File: src/rtl/wave_if.sv
// wave_if: control and sample bundle between the modulation source
// (wave_gen) and its host / consumer.
interface wave_if #(
  parameter int WIDTH     = 8,
  parameter int DIV_WIDTH = 16
);
  logic                 enable;
  logic [1:0]           mode;
  logic [WIDTH-1:0]     low_in;
  logic [WIDTH-1:0]     high_in;
  logic [WIDTH-1:0]     step_in;
  logic [DIV_WIDTH-1:0] div_in;
  logic [WIDTH-1:0]     mod_out;
  logic                 dir_out;
  logic                 period_pulse;

  modport master (
    output enable, mode, low_in, high_in, step_in, div_in,
    input  mod_out, dir_out, period_pulse
  );

  modport slave (
    input  enable, mode, low_in, high_in, step_in, div_in,
    output mod_out, dir_out, period_pulse
  );
endinterface

File: src/rtl/wave_gen.sv
// wave_gen: triangle / saw up / saw down / square generator with
// programmable clamped bounds, step size and tick prescaler.
module wave_gen #(
  parameter int WIDTH     = 8,
  parameter int DIV_WIDTH = 16
) (
  input  logic clk,
  input  logic rst_n,
  wave_if.slave bus
);
  typedef enum logic [1:0] {M_TRI, M_UP, M_DN, M_SQ} mode_t;
  typedef logic [WIDTH-1:0] smp_t;

  function automatic smp_t sat_up(smp_t b, smp_t s, smp_t lim);
    logic [WIDTH:0] r;
    r = {1'b0, b} + {1'b0, s};
    return (r >= {1'b0, lim}) ? lim : r[WIDTH-1:0];
  endfunction

  function automatic smp_t sat_dn(smp_t b, smp_t s, smp_t lim);
    logic [WIDTH:0] r;
    r = {1'b0, b} - {1'b0, s};
    return (r[WIDTH] || r[WIDTH-1:0] <= lim) ? lim : r[WIDTH-1:0];
  endfunction

  function automatic smp_t eff(smp_t s);
    return (s == '0) ? smp_t'(1) : s;
  endfunction

  smp_t                 cnt_q, cnt_d;
  smp_t                 lo_q, lo_d;
  smp_t                 hi_q, hi_d;
  smp_t                 stp_q, stp_d;
  mode_t                mode_q, mode_d;
  logic                 dir_q, dir_d;
  logic                 pulse_q, pulse_d;
  logic                 run_q, run_d;
  logic [DIV_WIDTH-1:0] presc_q, presc_d;

  logic  tick;
  logic  rs;
  logic  rs_bump;
  smp_t  rs_lo;
  smp_t  stp_e;
  mode_t mode_in;

  assign tick    = (presc_q == bus.div_in);
  assign stp_e   = eff(stp_q);
  assign mode_in = mode_t'(bus.mode);

  always_comb begin
    cnt_d   = cnt_q;
    dir_d   = dir_q;
    lo_d    = lo_q;
    hi_d    = hi_q;
    stp_d   = stp_q;
    mode_d  = mode_q;
    run_d   = run_q;
    presc_d = presc_q;
    pulse_d = 1'b0;
    rs      = 1'b0;
    rs_bump = 1'b0;
    rs_lo   = lo_q;
    if (!bus.enable) begin
      presc_d = '0;
      run_d   = 1'b0;
    end else if (!run_q) begin
      run_d   = 1'b1;
      presc_d = '0;
      rs      = 1'b1;
      rs_lo   = bus.low_in;
    end else begin
      presc_d = tick ? '0 : presc_q + 1'b1;
      if (tick) begin
        if (lo_q >= hi_q) begin
          // degenerate bounds: keep polling inputs, leave via low point
          rs      = 1'b1;
          rs_lo   = bus.low_in;
          rs_bump = 1'b1;
        end else begin
          unique case (mode_q)
            M_TRI: begin
              if (!dir_q) begin
                if (cnt_q == hi_q) begin
                  dir_d = 1'b1;
                  lo_d  = bus.low_in;
                  cnt_d = sat_dn(hi_q, stp_e, bus.low_in);
                end else begin
                  cnt_d = sat_up(cnt_q, stp_e, hi_q);
                end
              end else if (cnt_q == lo_q) begin
                rs      = 1'b1;
                rs_bump = 1'b1;
              end else begin
                cnt_d = sat_dn(cnt_q, stp_e, lo_q);
              end
            end
            M_UP: begin
              if (cnt_q == hi_q) begin
                rs    = 1'b1;
                rs_lo = bus.low_in;
              end else begin
                cnt_d = sat_up(cnt_q, stp_e, hi_q);
              end
            end
            M_DN: begin
              if (cnt_q == lo_q) begin
                rs    = 1'b1;
                rs_lo = bus.low_in;
              end else begin
                cnt_d = sat_dn(cnt_q, stp_e, lo_q);
              end
            end
            M_SQ: begin
              if (dir_q) begin
                rs    = 1'b1;
                rs_lo = bus.low_in;
              end else begin
                cnt_d = hi_q;
                dir_d = 1'b1;
              end
            end
            default: ;
          endcase
        end
      end
    end
    // period start: relatch, then enter the new mode from rs_lo
    if (rs) begin
      lo_d   = rs_lo;
      hi_d   = bus.high_in;
      stp_d  = bus.step_in;
      mode_d = mode_in;
      if (rs_lo >= bus.high_in) begin
        cnt_d = rs_lo;
        dir_d = 1'b0;
      end else begin
        pulse_d = 1'b1;
        if (mode_in == M_DN || (rs_bump && mode_in == M_SQ)) begin
          cnt_d = bus.high_in;
          dir_d = 1'b1;
        end else if (rs_bump) begin
          cnt_d = sat_up(rs_lo, eff(bus.step_in), bus.high_in);
          dir_d = 1'b0;
        end else begin
          cnt_d = rs_lo;
          dir_d = 1'b0;
        end
      end
    end
  end

  always_ff @(posedge clk or negedge rst_n) begin
    if (!rst_n) begin
      cnt_q   <= '0;
      lo_q    <= '0;
      hi_q    <= '0;
      stp_q   <= '0;
      mode_q  <= M_TRI;
      dir_q   <= 1'b0;
      pulse_q <= 1'b0;
      run_q   <= 1'b0;
      presc_q <= '0;
    end else begin
      cnt_q   <= cnt_d;
      lo_q    <= lo_d;
      hi_q    <= hi_d;
      stp_q   <= stp_d;
      mode_q  <= mode_d;
      dir_q   <= dir_d;
      pulse_q <= pulse_d;
      run_q   <= run_d;
      presc_q <= presc_d;
    end
  end

  assign bus.mod_out      = cnt_q;
  assign bus.dir_out      = dir_q;
  assign bus.period_pulse = pulse_q;
endmodule
File: src/flat_wrapper.sv
// flat-port wrapper written by rule: the top's interface ports become plain ports
module wave_gen_flat 
#(
  parameter int WIDTH     = 8,
  parameter int DIV_WIDTH = 16
)
  (clk, rst_n, bus_enable, bus_mode, bus_low_in, bus_high_in, bus_step_in, bus_div_in, bus_mod_out, bus_dir_out, bus_period_pulse);
  wave_if #(.WIDTH(WIDTH), .DIV_WIDTH(DIV_WIDTH)) bus_i ();
  input  logic clk;
  input  logic rst_n;
  input wire logic [$bits(bus_i.enable)-1:0] bus_enable;
  input wire logic [$bits(bus_i.mode)-1:0] bus_mode;
  input wire logic [$bits(bus_i.low_in)-1:0] bus_low_in;
  input wire logic [$bits(bus_i.high_in)-1:0] bus_high_in;
  input wire logic [$bits(bus_i.step_in)-1:0] bus_step_in;
  input wire logic [$bits(bus_i.div_in)-1:0] bus_div_in;
  output wire logic [$bits(bus_i.mod_out)-1:0] bus_mod_out;
  output wire logic [$bits(bus_i.dir_out)-1:0] bus_dir_out;
  output wire logic [$bits(bus_i.period_pulse)-1:0] bus_period_pulse;
  assign bus_i.enable = bus_enable;
  assign bus_i.mode = bus_mode;
  assign bus_i.low_in = bus_low_in;
  assign bus_i.high_in = bus_high_in;
  assign bus_i.step_in = bus_step_in;
  assign bus_i.div_in = bus_div_in;
  assign bus_mod_out = bus_i.mod_out;
  assign bus_dir_out = bus_i.dir_out;
  assign bus_period_pulse = bus_i.period_pulse;
  wave_gen #(.WIDTH(WIDTH), .DIV_WIDTH(DIV_WIDTH)) u_core (.clk(clk), .rst_n(rst_n), .bus(bus_i));
endmodule
File: config.mk
export PLATFORM = sky130hd
export DESIGN_NAME = wave_gen_flat
export DESIGN_NICKNAME = d
export VERILOG_FILES = /design/src/rtl/wave_if.sv /design/src/rtl/wave_gen.sv /design/src/flat_wrapper.sv
export SDC_FILE = /design/constraint.sdc
export NUM_CORES = 1
export LEC_CHECK = 0
export BUFFER_PORTS_ARGS = -buffer_cell sky130_fd_sc_hd__buf_2
export CAP_MARGIN = 10
export CORE_MARGIN = 8
export CORE_UTILIZATION = 55
export CTS_CLUSTER_DIAMETER = 30
export CTS_CLUSTER_SIZE = 30
export DETAILED_ROUTE_END_ITERATION = 16
export GPL_TIMING_DRIVEN = 1
export PLACE_DENSITY = 0.74
export SYNTH_ARGS = -nofsm -noshare
export SYNTH_HDL_FRONTEND = slang
export SYNTH_SLANG_ARGS = --single-unit
File: constraint.sdc
create_clock -name clk -period 5.9 [get_ports clk]
set_input_delay 0 -clock clk [delete_from_list [all_inputs] [get_ports clk]]
set_output_delay 0 -clock clk [all_outputs]
set_load 0.02 [all_outputs]
Word level (Yosys, flattened, before mapping)
Index checks and enable logic that the tools add are counted.
{"block": "word_totals", "out_inout_bits": 10, "wordCells": 111, "ff_bits": 53, "input_bits": 45}
{"block": "op_classes", "eq_ne": 12, "order_cmp": 6, "reduce_logical": 15, "add_sub_neg": 5, "n_mux": 64}
{"cell": "2-to-1 mux 8 bit", "count": 33}
{"cell": "2-to-1 mux 16 bit", "count": 3}
{"cell": "one-hot mux 8 bit (4 select lines)", "count": 1}
{"cell": "2-to-1 mux 1 bit", "count": 24}
{"cell": "one-hot mux 8 bit (3 select lines)", "count": 1}
{"cell": "adder 8 x 8 -> 9 bit", "count": 2}
{"cell": ">= comparator 9 x 8 -> 1 bit", "count": 2}
{"cell": "subtractor 8 x 8 -> 9 bit", "count": 2}
{"cell": "adder 16 x 1 -> 16 bit, second input constant", "count": 1}
{"cell": "equality test 16 bit", "count": 1}
{"cell": "equality test 8 bit", "count": 2}
{"cell": ">= comparator 8 bit", "count": 2}
{"cell": "less-or-equal comparator 8 bit", "count": 2}
{"cell": "zero test 8 bit", "count": 2}
{"cell": "AND reduction 6 bit", "count": 2}
{"cell": "equality test 2 bit, second input constant", "count": 4}
{"cell": "nonzero test 2 bit", "count": 4}
{"cell": "AND reduction 5 bit", "count": 1}
{"cell": "one-hot mux 1 bit (4 select lines)", "count": 1}
{"cell": "logical OR 1 bit", "count": 3}
{"cell": "inequality test 3 x 2 -> 1 bit, second input constant", "count": 1}
{"cell": "inequality test 3 bit, second input constant", "count": 1}
{"cell": "nonzero test 3 bit", "count": 1}
{"cell": "equality test 2 x 1 -> 1 bit, second input constant", "count": 1}
{"cell": "5 further kinds", "count": 5}

Longest topological paths before layout
Gate-level depths: netlist (run 1).
{"block": "depth", "ltp_word": 14, "mapped_depth": 29}

Worst setup path after synthesis (run 1)
No wires, ideal clock.
{"block": "synth_path", "path_kind": "register -> register", "from": "reg u_core.cnt_q[7] (netlist: u_core.bus.mod_out[7])", "to": "reg u_core.cnt_q[2] (netlist: u_core.bus.mod_out[2])", "t_required_ns": 5.760, "path_buffers": 2, "path_slack_ns": 0.801, "t_arrival_ns": 4.959, "setup_ns": 0.140, "path_stages_with_launch": 25, "path_cell_list": "dfrtp_1 xor2_1 or4_1 nor2_1 buf_2 o21ai_0 o31a_1 nand2b_1 a32o_1 ha_1 nand2_1 nand2_1 nand2_1 a31o_2 a2111oi_2 o21ai_0 and2_1 ha_1 a211oi_1 o21ai_0 a21o_1 buf_6 mux2_1 mux2i_1 o311ai_2"}
{"block": "synth_between", "elab_chain_cells": 14, "elab_cells_between_ends": 55}
{"element": "start: declaration", "line_no": "wave_gen.sv:30", "text": "smp_t cnt_q, cnt_d;"}
{"element": "start signal: assignment", "line_no": "wave_gen.sv:165", "text": "cnt_q <= cnt_d;"}
{"element": "equality test 8 bit (on tied branches)"}
{"element": "2-to-1 mux 8 bit (on tied branches)", "line_no": "wave_gen.sv:107, wave_gen.sv:99"}
{"element": "one-hot mux 8 bit (3 select lines)", "line_no": "wave_gen.sv:81", "text": "unique case (mode_q)"}
{"element": "2-to-1 mux 8 bit", "line_no": "wave_gen.sv:75", "text": "if (lo_q >= hi_q) begin"}
{"element": "2-to-1 mux 8 bit", "line_no": "wave_gen.sv:74", "text": "if (tick) begin"}
{"element": "2-to-1 mux 8 bit", "line_no": "wave_gen.sv:67", "text": "end else if (!run_q) begin"}
{"element": "2-to-1 mux 8 bit", "line_no": "wave_gen.sv:64", "text": "if (!bus.enable) begin"}
{"element": "adder 8 x 8 -> 9 bit", "line_no": "wave_gen.sv:16", "text": "r = {1'b0, b} + {1'b0, s};"}
{"element": ">= comparator 9 x 8 -> 1 bit", "line_no": "wave_gen.sv:17", "text": "return (r >= {1'b0, lim}) ? lim : r[WIDTH-1:0];"}
{"element": "2-to-1 mux 8 bit", "line_no": "wave_gen.sv:17"}
{"element": "2-to-1 mux 8 bit", "line_no": "wave_gen.sv:142", "text": "end else if (rs_bump) begin"}
{"element": "2-to-1 mux 8 bit", "line_no": "wave_gen.sv:139", "text": "if (mode_in == M_DN || (rs_bump && mode_in == M_SQ)) begin"}
{"element": "2-to-1 mux 8 bit", "line_no": "wave_gen.sv:134", "text": "if (rs_lo >= bus.high_in) begin"}
{"element": "2-to-1 mux 8 bit", "line_no": "wave_gen.sv:129", "text": "if (rs) begin"}
Parallel ways exist; a longest one is shown, timed or not. The select of a mux whose other input is x is not followed.
A chain may end at the register's enable or synchronous reset.

Worst setup path after layout (run 1)
{"block": "layout_path", "from": "reg u_core.lo_q[0]", "to": "reg u_core.cnt_q[2] (netlist: u_core.bus.mod_out[2])"}
{"block": "layout_between", "elab_chain_cells": 14, "elab_cells_between_ends": 49}
{"element": "start: declaration", "line_no": "wave_gen.sv:31", "text": "smp_t lo_q, lo_d;"}
{"element": "start signal: assignment", "line_no": "wave_gen.sv:166", "text": "lo_q <= lo_d;"}
{"element": "equality test 8 bit", "line_no": "wave_gen.sv:91, wave_gen.sv:107"}
{"element": "2-to-1 mux 8 bit", "line_no": "wave_gen.sv:107", "text": "if (cnt_q == lo_q) begin"}
{"element": "one-hot mux 8 bit (3 select lines)", "line_no": "wave_gen.sv:81"}
{"element": "2-to-1 mux 8 bit", "line_no": "wave_gen.sv:75"}
{"element": "2-to-1 mux 8 bit", "line_no": "wave_gen.sv:74"}
{"element": "2-to-1 mux 8 bit", "line_no": "wave_gen.sv:67"}
{"element": "2-to-1 mux 8 bit", "line_no": "wave_gen.sv:64"}
{"element": "adder 8 x 8 -> 9 bit", "line_no": "wave_gen.sv:16"}
{"element": ">= comparator 9 x 8 -> 1 bit", "line_no": "wave_gen.sv:17"}
{"element": "2-to-1 mux 8 bit", "line_no": "wave_gen.sv:17"}
{"element": "2-to-1 mux 8 bit", "line_no": "wave_gen.sv:142"}
{"element": "2-to-1 mux 8 bit", "line_no": "wave_gen.sv:139"}
{"element": "2-to-1 mux 8 bit", "line_no": "wave_gen.sv:134"}
{"element": "2-to-1 mux 8 bit", "line_no": "wave_gen.sv:129"}
Parallel ways exist; a longest one is shown, timed or not. The select of a mux whose other input is x is not followed.

==> key figures, run 1 <==
Synthesis
  • Post-Syn Area: 6675 um^2
  • Post-synthesis sequential area ratio: 19.87%
  • Post-Syn Instances: 853
  • Syn Area/Cell: 7.826 um^2
  • Main synth FF type: dfrtp_1
  • Synth area leaders: dfrtp_1, ha_1, xor2_1
  • Post-synth ARST share: 100.0%
  • Number of synthesized register bits: 53
  • Synth top area share: 19.87%
  • Post-synth net total: around 1000
  • Post-synth EDFFs: 0
  • Largest area contributor in the netlist: dfrtp_1
  • Distinct cells, synth: 66
  • YS warnings: 0

Worst setup path
  • Max incr delay on CP: 0.50 ns
  • R2r startpoint: u_core.lo_q[0]
  • Crit path max fanout: 9
  • Crit Path Class: flip-flop to flip-flop
  • Highest-delay cell along the critical path: dfrtp_2
  • Crit-path cells: inv_1, ha_1, nand2b_1, a211oi_2, o31a_1, o21a_1, o31a_1, nand2b_1, a32o_2, ha_1, a21oi_1, nand2_1, nand2_1, a31o_2, a2111oi_2, o21ai_0, and2_1, ha_1, a211oi_1, o21ai_0, a21o_2, mux2_1, mux2i_1, o311ai_2
  • Arrival time at the worst endpoint: about 5.8 ns
  • Worst Reg-to-Reg Cells: 24
  • Critical Path Most Common Cell: ha_1
  • Crit path buf inv count: 1
  • Cell depth of the worst setup path: 24
  • Worst setup SP type: flip-flop
  • R2R Path End: u_core.bus.mod_out[2]
  • Reg2reg setup slack: 0.24 ns
  • CP Capture Type: flip-flop
  • Crit path max-delay family: compound AO/OA/AOI/OAI gates
  • WP data required: around 6.1 ns

Floorplanning
  • Core Footprint: 11910 um^2
  • Total die area: 15920 um^2
  • Row Count: 40
  • Die W: 126.2 um
  • Starting Density: 56.04%
  • # IOs: 55
  • Die height: between 100 and 150 um

Global route
  • Grt ovf: 0
  • Largest net degree at the start of global routing: 54
  • Gr usage total: a little under a third
  • First-pass GRT wire length: 39570 um
  • Vias in the first global route: 7061
  • Initial antenna violation count: 1

Clock tree
  • Total clock sinks: 53
  • Clock Latency Late Sink: 0.31 ns
  • Root Driver: clkbuf_16
  • CTS tree: done
  • CTS Buf Count: 5
  • H-tree depth: 2
  • Clk buf depth: 2
  • CTS clock-pin slew for the worst setup and hold paths: approximately 0.08 ns

Drt
  • Final wirelength: 25480 um
  • Pre-Repair DR Iteration Count: 6
  • Vias/cell: about 6.7
  • DRT antenna net count: 0
  • Routed len/inst: about 24 um
  • Initial DRC count: approximately 920
  • Via Count: approximately 7000
  • Remaining DRCs: 0

Timing
  • Final period utilization: 96.00%
  • Fmax: 176.5 MHz
  • Unrepaired setup endpoints after global routing: no
  • Rel. slew slack: about a fifth
  • Layout Skew: 0.009086 ns
  • Fin. Hold Viols: 0
  • Final setup viols: 0
  • Final Max Tran Viols: 0
  • Setup TNS: 0 ns
  • Min cycle time layout: around 5.7 ns
  • Worst-Margin Slew: ~1.2 ns

Min path
  • Endpoint, Worst Hold: u_core.stp_q[5]
  • Min-delay src: bus_step_in[5]
  • Min-Delay Path Class: input port to flip-flop
  • Hold path depth: 3

Final layout
  • Inserted Diodes: 0
  • Layout area overhead: 11.28%
  • Proportion of layout cells with a drive suffix above 1: between 10 and 15%
  • Nets: 1044

Placed design
  • PortBufs: 54
  • Global placer's final weighted congestion: between 1 and 1.5
  • Post-detail-place hpwl: approximately 20000 um

Outcome
  • Status: completed

Run
  • Number of max-cap violations: 0
[worst max path at each step]
stage / startpoint / to / slack, ns
2_1_floorplan: u_core.bus.mod_out[7] / u_core.bus.mod_out[2] / 0.80
3_3_place_gp: u_core.lo_q[0] / u_core.bus.mod_out[0] / 0.26
3_5_place_dp: u_core.lo_q[0] / u_core.bus.mod_out[2] / 0.14
4_1_cts: u_core.lo_q[0] / u_core.bus.mod_out[2] / 0.11
5_1_grt: u_core.stp_q[2] / u_core.bus.mod_out[7] / 0.04
6_report: u_core.lo_q[0] / u_core.bus.mod_out[2] / 0.24
[metrics by stage]
step / std cells / cell area [um^2] / utilization [%] / setup WS (ns) / hold slack, ns
after CTS: 1055 / 7397 / 62.10 / 0.1063 / 0.002387
after global placement: 1038 / 7157 / 60.08 / 0.2603 / 0.1802
after floorplan: 853 / 6675 / - / 0.8010 / -0.2956
after detailed placement: 1038 / 7157 / 60.08 / 0.1363 / 0.2017
final: 1057 / 7428 / 62.36 / 0.2358 / 0.005494
after global routing: 1057 / 7428 / 62.36 / 0.03646 / 0.02464
[synth_stat cells (all sizes together), types with 3 or more instances]
master,number
ha,86
nand2,73
inv,71
nor2,71
o21ai,62
a21oi,58
dfrtp,53
xor2,48
clkbuf,39
a21o,21
xnor2,20
nand3,18
nor4,16
o211ai,15
nand2b,14
a221oi,13
nor3,12
a211oi,11
mux2i,11
and3,10
nor2b,9
a31oi,8
buf,8
mux2,8
o22ai,8
and2,6
nand4,6
o21a,6
o21bai,6
a221o,5
a32oi,5
o31ai,5
a211o,4
a32o,4
fa,4
a2111oi,3
a22o,3
a22oi,3
o221ai,3
o31a,3
or2,3
[worst min-delay path, cell delays in order]
cell	delay (ns)
buf_2	0.11
nand2_1	0.08
o21ai_0	0.08
[flip-flops by register name, indices dropped and copies added (netlist names)]
name / count
u_core.stp_q: 8
u_core.bus.dir_out: 1
u_core.presc_q: 16
u_core.bus.mod_out: 8
u_core.mode_q: 2
u_core.bus.period_pulse: 1
u_core.hi_q: 8
u_core.lo_q: 8
u_core.run_q: 1
[cell families after synthesis]
| group | after synthesis | share of synthesized area (%) |
|---|---|---|
| compound gates | 262 | 26.65 |
| xor+xnor | 68 | 8.922 |
| fa+ha+maj | 90 | 17.32 |
| buf+inv | 119 | 7.123 |
| flops | 53 | 19.87 |
| mux | 19 | 2.999 |
| simple gates | 242 | 17.11 |
[routing by layer]
| layer | global-route usage [%] | vias up | wire (um) |
|---|---|---|---|
| met3 | 6.709 | 87 | 2434 |
| met1 | 39.71 | 3407 | 10230 |
| li1 | - | 3183 | - |
| met4 | 16.91 | 2 | 1268 |
| met2 | 50.40 | 397 | 11530 |
| met5 | 0 | - | 13 |
[cell usage in the layout, fill, tap and decap left out, types with 5 or more instances in the layout]
cell	count
a211oi_1	9
a21o_1	20
a21oi_1	57
a221o_1	5
a221oi_1	11
a31oi_1	8
a32oi_1	5
and2_1	6
and3_1	10
buf_2	54
buf_4	33
clkbuf_16	5
dfrtp_1	51
dlygate4sd3_1	9
ha_1	86
inv_1	71
mux2_2	7
mux2i_1	11
nand2_1	73
nand2b_1	14
nand3_1	18
nand4_1	6
nor2_1	71
nor2b_1	9
nor3_1	11
nor4_1	15
o211ai_1	15
o21a_1	6
o21ai_0	58
o21bai_1	6
o22ai_1	8
o31ai_1	5
xnor2_1	20
xor2_1	48
[area by class of cell]
| cell class | count | area [um^2] |
|---|---|---|
| Clock buffer | 5 | 125.1 |
| Clock inverter | 3 | 25.02 |
| Fill cell | 1113 | 4483 |
| Inverter | 72 | 270.3 |
| Multi-Input combinational cell | 681 | 4887 |
| Sequential cell | 53 | 1329 |
| Tap cell | 147 | 183.9 |
| Timing Repair Buffer | 96 | 608.1 |
[repair_timing]
action,in CTS,in global routing
hold buffers,9,0
endpoints found under the hold margin,61,0
gates resized for setup,0,6
endpoints found under the setup margin,0,8
setup buffers,0,2
Power of run 1 is left out: the tool's default activity adds up to more than one toggle a clock period on the data nets, which glitch-free logic cannot reach.
==> run 2: changes to the inputs <==
==> constraint.sdc (replaced) <==
create_clock -name clk -period 5.9 [get_ports clk]
set_input_delay 1.77 -clock clk [delete_from_list [all_inputs] [get_ports clk]]
set_output_delay 1.77 -clock clk [all_outputs]
set_load 0.02 [all_outputs]
==> run 2 against run 1 <==
Worst setup slack lost 0.23 ns. Non-clock buffer count rose by 37. Fmax shrank 3.9%. Die area is the same. Clock-buffer cell count unchanged. Hold slack improved by 0.52 ns. Critical path depth did not move. Flip-flop and latch count unchanged. Via count rose by 1.0%. First-iteration DRC count shrank 22%. Cell count rose by 3.5%.
==> key figures, run 2 (synthesis results as in run 1) <==
Clock tree
  • CTS tree: done
  • CTS Buf Count: 5 (unchanged)
  • H-tree depth: 2 (unchanged)
  • Root Driver: clkbuf_16
  • CTS clock-pin slew for the worst setup and hold paths: 0.07 ns (about the same)
  • Clk buf depth: 2 (unchanged)
  • Clock Latency Late Sink: 0.30 ns (about the same)
  • Total clock sinks: 53 (unchanged)
  • Cts hold-fix bufs: 0 (-9)

Global route
  • Largest net degree at the start of global routing: 54 (unchanged)
  • Gr usage total: 31.24% (-0.52 points)
  • Vias in the first global route: 7057 (-0.057%)
  • First-pass GRT wire length: 38920 um (-1.6%)
  • Initial antenna violation count: 0 (-1)
  • Grt ovf: 0 (unchanged)

Min path
  • Min-delay src: u_core.stp_q[0]
  • Min-Delay Path Class: flip-flop to flip-flop
  • Hold path depth: 2 (-1)

Placed design
  • Pre-CTS setup slack: -0.4381 ns (-0.5744 ns)
  • PortBufs: 54 (unchanged)
  • Post-detail-place hpwl: 20290 um (-0.25%)
  • Global placer's final weighted congestion: 1.010 (-5.5%)

Worst setup path
  • Max incr delay on CP: 0.39 ns (-0.11 ns)
  • Crit-path cells: buf_2, xor2_1, nor4_1, nand4_1, buf_6, buf_4, a21o_4, nor2_4, a21oi_1, ha_1, a21oi_4, nand2_2, nand2_2, a31o_4, a2111oi_4, o21ai_2, and2_1, ha_1, o21ai_1, o21ai_1, a21o_2, mux2_4, mux2i_2, o311ai_2
  • Highest-delay cell along the critical path: a2111oi_4
  • Worst setup SP type: input port
  • Crit path from: bus_div_in[3]
  • Worst Reg-to-Reg Cells: 25 (+4.2%)
  • R2r startpoint: u_core.hi_q[5]
  • Crit path max fanout: 6 (-3)
  • WP data required: 6.05 ns (-0.02 ns)
  • CP Capture Type: flip-flop
  • Arrival time at the worst endpoint: 6.04 ns (+0.21 ns)
  • Crit Path Class: input port to flip-flop

Final layout
  • Inserted Diodes: 0 (unchanged)
  • Multi-input combinational cell area: 5089 um^2 (+4.1%)
  • Core Util, Final: 66.28% (+3.9 points)
  • Most flop-heavy register: u_core.presc_q
  • Layout area overhead: 18.28%
  • Most frequent cells in the layout: ha_1, buf_4, inv_1, nand2_1, nor2_1
  • Proportion of layout cells with a drive suffix above 1: 20.91% (+7.4 points)
  • Largest register FFs: 16 (unchanged)
  • Commonest non-fill, non-tap cell in the layout: ha_1
  • Register area: 1326 um^2 (-0.19%)
  • Layout fillers: 1019 (-8.4%)
  • Nets: 1081 (+3.5%)

Floorplanning
  • Die W: 126.2 um (unchanged)
  • Row Count: 40 (unchanged)
  • Starting Density: 56.04% (unchanged)
  • Die height: 126.2 um (unchanged)
  • Total die area: 15920 um^2 (unchanged)
  • Core Footprint: 11910 um^2 (unchanged)
  • # IOs: 55 (unchanged)

Timing
  • Min cycle time layout: 5.892 ns (+0.2274 ns)
  • Unrepaired setup endpoints after global routing: yes
  • Final worst setup slack: 0.008452 ns (-0.2274 ns)
  • Rel. slew slack: 51.80% (+32 points)
  • Worst-Margin Slew: 0.7164 ns (-0.4759 ns)
  • Final setup viols: 0 (unchanged)
  • Layout Skew: 0.009255 ns (+0.0001695 ns)
  • Fmax: 169.7 MHz (-3.9%)
  • Final period utilization: 99.86% (+3.9 points)
  • Final Max Tran Viols: 0 (unchanged)
  • Fin. Hold Viols: 0 (unchanged)

Drt
  • Pre-Repair DR Iteration Count: 5 (-1)
  • DRT antenna net count: 0 (unchanged)
  • Remaining DRCs: 0 (unchanged)
  • Via Count: 7149 (+1.0%)
  • Routed len/inst: 23.39 um (-3.0%)
  • Initial DRC count: 719 (-22%)
  • Final wirelength: 25590 um (+0.44%)
  • Vias/cell: 6.535 (-2.4%)

Run
  • Number of max-cap violations: 0 (unchanged)

Outcome
  • Status: completed
[run 2: what timing repair did]
| action | in CTS | in global routing |
|---|---|---|
| setup endpoints to repair | 6 | 8 |
| buffers inserted | 1 | 8 |
| resized for setup | 3 | 45 |
| endpoints found under the hold margin | 0 | 0 |
| pin swaps | 1 | 27 |
[run 2: layout make-up]
type | instances | share of cell area (%)
Inverter | 72 | 3.423
Tap cell | 147 | 2.330
Multi-Input combinational cell | 681 | 64.45
Clock buffer | 5 | 1.585
Clock inverter | 3 | 0.2694
Timing Repair Buffer | 133 | 11.14
Sequential cell | 53 | 16.80
[run 2: stage by stage]
stage | hold slack, ns | instances | TNS [ns] | instance area, um^2
after global placement | 0.5024 | 1077 | -1.776 | 7467
after floorplan | 0.4476 | 853 | 0 | 6703
after global routing | 0.5627 | 1094 | -0.9027 | 7895
final | 0.5238 | 1094 | 0 | 7895
after CTS | 0.5188 | 1086 | -0.04515 | 7634
after detailed placement | 0.4999 | 1077 | -2.867 | 7467
[run 2: worst paths after layout]
path	end	slack, ns
worst max-delay path	u_core.bus.mod_out[2]	0.008
max in group asynchronous	u_core.bus.period_pulse	3.82
worst min register to register	u_core.stp_q[0]	0.52
worst min-delay path	u_core.stp_q[0]	0.52
worst max register to register	u_core.bus.mod_out[2]	0.21
min in group asynchronous	u_core.presc_q[8]	1.58
[run 2: per-layer routing]
layer / share of wire, % / vias up / track usage [%]
met1: 39 / 3386 / 37.58
li1: - / 3249 / -
met5: 0 / - / 0
met2: 46 / 397 / 51.28
met3: 7.5 / 117 / 4.852
met4: 7.3 / 0 / 19.89
[run 2: worst max-delay path: cells and delay by family]
kind,cells,cell delay [ns]
AOI/OAI and AO/OA,10,1.67
adders and majority gates,2,0.65
xor gates and xnor gates,1,0.14
buffers and inverters,3,0.40
muxes,2,0.49
and+or+nand+nor,6,0.89
Power of run 2 is left out for the same reason.
